$ cat config.mk
export PLATFORM = sky130hd
export DESIGN_NAME = tt_eval
export DESIGN_NICKNAME = d
export VERILOG_FILES = /design/src/rtl/tt_eval.sv
export SDC_FILE = /design/constraint.sdc
export NUM_CORES = 1
export LEC_CHECK = 0
export CAP_MARGIN = 10
export CELL_PAD_IN_SITES_DETAIL_PLACEMENT = 1
export CELL_PAD_IN_SITES_GLOBAL_PLACEMENT = 1
export CORE_MARGIN = 2
export CORE_UTILIZATION = 41
export DETAILED_ROUTE_END_ITERATION = 6
export GPL_TIMING_DRIVEN = 0
export PLACE_DENSITY_LB_ADDON = 0.1
export SLEW_MARGIN = 20
export SYNTH_ARGS = -nofsm -noshare
export SYNTH_HDL_FRONTEND = slang
export SYNTH_SLANG_ARGS = --single-unit
$ cat constraint.sdc
create_clock -name clk -period 1.8 [get_ports clk]
set_input_delay 0.45 -clock clk [delete_from_list [all_inputs] [get_ports clk]]
set_output_delay 0.45 -clock clk [all_outputs]
set_load 0.02 [all_outputs]
$ cat src/rtl/tt_eval.sv
// tt_eval: evaluates a serially loadable truth table against a captured operand.
// An operand is accepted with a valid/ready handshake. Its result appears after a
// fixed settle delay and is held until the consumer takes it.
module tt_eval #(
  parameter int                    N_IN          = 4,
  parameter logic [(2**N_IN)-1:0]  TT_INIT       = 16'hC248,
  parameter int                    SETTLE_CYCLES = 3
) (
  input  logic            clk,
  input  logic            rst_n,
  input  logic            in_valid,
  input  logic [N_IN-1:0] in_data,
  output logic            in_ready,
  output logic            out_valid,
  output logic            out,
  input  logic            out_ready,
  input  logic            cfg_we,
  input  logic            cfg_bit,
  output logic            cfg_ready
);

  localparam int         W      = 2**N_IN;
  localparam logic [7:0] SETTLE = 8'(SETTLE_CYCLES);

  typedef enum logic [1:0] {IDLE, EVAL, HOLD} state_t;

  state_t          state;
  state_t          next_state;
  logic [W-1:0]    tt;
  logic [W-1:0]    tt_next;
  logic [N_IN-1:0] index;
  logic [7:0]      count;
  logic            take;

  // An operand can be accepted when idle, or when a held result is being consumed
  // in the same cycle.
  assign in_ready  = (state == IDLE) || ((state == HOLD) && out_ready);
  assign cfg_ready = (state == IDLE);
  assign take      = in_valid && in_ready;

  // The table after this cycle's shift. An operand accepted in the same cycle
  // sees the shifted table.
  always_comb begin
    tt_next = tt;
    if (cfg_we && cfg_ready) tt_next = {tt[W-2:0], cfg_bit};
  end

  // State register
  always_ff @(posedge clk or negedge rst_n) begin
    if (!rst_n) state <= IDLE;
    else        state <= next_state;
  end

  // Next-state logic. With a zero settle delay, accepting an operand leads straight to HOLD.
  always_comb begin
    next_state = state;
    case (state)
      IDLE: if (take) next_state = (SETTLE_CYCLES > 0) ? EVAL : HOLD;
      EVAL: if (count <= 8'd1) next_state = HOLD;
      HOLD: if (out_ready) begin
              if (in_valid) next_state = (SETTLE_CYCLES > 0) ? EVAL : HOLD;
              else          next_state = IDLE;
            end
      default: next_state = IDLE;
    endcase
  end

  // Datapath: truth table, captured index, settle counter and registered result.
  always_ff @(posedge clk or negedge rst_n) begin
    if (!rst_n) begin
      tt        <= TT_INIT;
      index     <= '0;
      count     <= '0;
      out       <= 1'b0;
      out_valid <= 1'b0;
    end else begin
      tt <= tt_next;
      if (take) begin
        index <= in_data;
        count <= SETTLE;
        if (SETTLE_CYCLES == 0) begin
          out       <= tt_next[in_data];
          out_valid <= 1'b1;
        end else begin
          out_valid <= 1'b0;
        end
      end else if (state == EVAL) begin
        count <= count - 8'd1;
        if (count <= 8'd1) begin
          out       <= tt[index];
          out_valid <= 1'b1;
        end
      end else if ((state == HOLD) && out_ready) begin
        out_valid <= 1'b0;
      end
    end
  end

endmodule

==> impl_metrics.csv <==
group,metric,value,unit
status,outcome,"completed",
grt,gr-total-overflow,0,
sta,skew,0.004943,ns
sta,slew_headroom,52.44,%
clocking,cts_tree,"done",
critical_path,critPathLaunchType,"register",
routing,vias,887,
cells_and_area,num_antenna_cells,0,
power,switching_share,35.40,%
power,pwr-share-clk,14.0,%
routing,first_pass_iters,2,
sta,drv_slew,0,
power,power_frac_seq,45.4,%
floorplan,initial_core_util,43.56,%
floorplan,ios,14,
clocking,cts_hold_buf,0,
yosys,synth-seq-area-share,54.66,%
sta,rsz0062_at_grt,"true",
floorplan,dieHeight,64.01,µm
routing,avgRoutedWirePerCell,16.01,µm
clocking,clk_pin_slew,0.09,ns
cells_and_area,areaGrowthSynthToFinish,17.12,%
floorplan,core,0.003390,mm²
grt,antenna_found_initial,0,
power,switchingPower,1.041,mW
routing,wl,2801,µm
sta,fmax,570.0,MHz
yosys,ys_seq_elements,32,
routing,viasPerCell,5.069,
hold_path,hold_path_class,"input port to asynchronous set/reset pin",
clocking,cts_made_buffers,5,
routing,ant_nets,0,
floorplan,fp.dieW,64.01,µm
cells_and_area,fillers,353,
yosys,syn_nets,121,
critical_path,cp.arrival,1.95,ns
sta,finalCriticalPeriod,1.754,ns
power,leakage,0.7619,nW
critical_path,path_class,"register to register",
sta,worst_pin_slew,0.7134,ns
clocking,cts.root.buffer_cell,"clkbuf_4",
place,detailed_place_hpwl,2102,µm
clocking,worst_skew_pair.late_latency,0.31,ns
critical_path,end_kind,"register",
cells_and_area,drive_gt1_share,36.43,%
cells_and_area,final_core_util,51.02,%
yosys,synth_cell_type_count,31,
power,p_comb_share,40.6,%
grt,grt_pass1_wl,4974,µm
clocking,cts.sinks,32,
place,port_buffers,13,
cells_and_area,fin_cells,175,
clocking,cts-htree-levels,2,
yosys,synthFlopType,"dfrtp_1",
power,p_int,1.900,mW
flow_run,drv_cap,0,
yosys,synth_area,0.001476,mm²
sta,period_share,97.47,%
grt,grt_pass1_vias,968,
critical_path,r2r_slack,0.05,ns
grt,grt_max_degree,33,
yosys,async_flop_share,100.0,%
place,post-place-cells,168,
yosys,yosys_warnings,0,
critical_path,required,2.00,ns
clocking,clockBufferDepth,2,
place,place_congestion,0.7722,
grt,track_usage,16.14,%
yosys,synthCells,109,
sta,hold_violations,0,
yosys,syn_avg_cell_area,13.55,µm²
routing,drc,0,
clocking,postCtsSetupRepairBufs,0,
cells_and_area,fin_nets,140,
sta,setup_viol_count_final,0,
floorplan,rows,21,
power,vdd.ir_drop.worst,575.2,µV
yosys,synth_edf_count,0,
power,power_density,1701,mW/mm²
floorplan,die-area,0.004097,mm²
routing,drt_iter0_drc,22,
critical_path,crit_fanout,4,
cells in the mapped netlist (2+ instances only):
cell type  count  area (µm²)
a21oi_1        2       10.01
and2_1         3       18.77
clkbuf_1       2       7.510
dfrtp_1       27       675.7
dfstp_2        5       131.4
ha_1           2       25.02
inv_1          4       15.01
mux2_2        20       225.2
mux2i_1        3       30.03
mux4_2         4       90.09
nand2_1        4       15.01
nor2_1        10       37.54
o21ai_0        2       10.01
xnor2_1        4       35.03
layer usage:
layer  vias to the layer above  global-route usage, %  share of wire, %
met4                         0                  5.707              0.43
li1                        428                      -                 -
met2                        14                  23.70                46
met3                         2                  4.401               3.4
met5                         -                      0                 0
met1                       443                  22.90                50
cells by family (layout without fill, tap and decap cells):
group | after synthesis | in the layout | share of synthesized area (%)
mux | 28 | 28 | 24.15
xor+xnor | 5 | 5 | 2.966
compound gates | 7 | 7 | 3.136
buf+inv | 7 | 27 | 1.864
simple gates | 28 | 28 | 11.53
flops | 32 | 32 | 54.66
fa+ha+maj | 2 | 2 | 1.695
cell usage in the layout (no fill, tap or decap), drive strengths merged, types with 3 or more instances in the layout:
| cell | n |
|---|---|
| buf | 4 |
| nor2 | 10 |
| mux2 | 21 |
| clkdlybuf4s50 | 9 |
| mux4 | 4 |
| xnor2 | 4 |
| mux2i | 3 |
| clkbuf | 8 |
| and2 | 3 |
| inv | 4 |
| nand2 | 5 |
| dfrtp | 27 |
| dfstp | 5 |
final timing paths:
kind / from / to / cells after the start
worst max register to register: count[4] / out / 4
worst min-delay path: rst_n / index[1] / 1
worst max-delay path: count[4] / out / 4
min in group clk: out_ready / out_valid / 2
worst min register to register: tt[13] / tt[13] / 1
max in group asynchronous: rst_n / index[0] / 1
state kept, by name, summed over array words and instances, names as in the netlist:
register   cells
out            1
index          4
state          2
tt            16
out_valid      1
count          8
final cells by class:
type                    count  area [µm²]  share of cell area (%)
plain buffers               2       12.51                  0.7236
clock buffers               8       58.81                   3.401
inverters                   4       15.01                  0.8683
multi-input cells          70       649.4                   37.55
flip-flops and latches     32       808.3                   46.74
well taps                  46       57.56                   3.329
repair buffers             13       127.6                   7.381
power by group through the flow:
stage               sequential, mW  combinational (mW)  clock, mW
detailed placement            1.34                1.21          0
global placement              1.32                1.16          0
floorplan                     1.27               0.907          0
finish                        1.33                1.19      0.413
global route                  1.39                1.32      0.470
CTS                           1.33                1.21      0.433
critical path, cell delays in order (launching register included):
cell	delay [ns]
dfrtp_1	0.43
or4_4	0.57
nor4_4	0.21
nand2_2	0.11
mux2_1	0.32
repair_timing:
| action | CTS | global route |
|---|---|---|
| cloned | 0 | 0 |
| endpoints found under the setup margin | 20 | 17 |
| resized for setup | 9 | 5 |
| pin swaps | 1 | 1 |
per-stage QoR:
| stage | total power [mW] | setup TNS [ns] | instance area (µm²) | hold slack (ns) | setup slack [ns] |
|---|---|---|---|---|---|
| 6_report | 2.941 | 0 | 1729 | 0.1805 | 0.04561 |
| 5_1_grt | 3.183 | -0.02718 | 1729 | 0.2112 | -0.01199 |
| 4_1_cts | 2.972 | -0.007966 | 1720 | 0.1915 | -0.007966 |
| 3_5_place_dp | 2.552 | -8.777 | 1662 | 0.5197 | -0.6290 |
| 3_3_place_gp | 2.487 | -16.73 | 1667 | 0.4822 | -0.5545 |
| 2_1_floorplan | 2.174 | -0.2253 | 1479 | 0.1544 | -0.07511 |
Power figures use the tool's default switching activity.
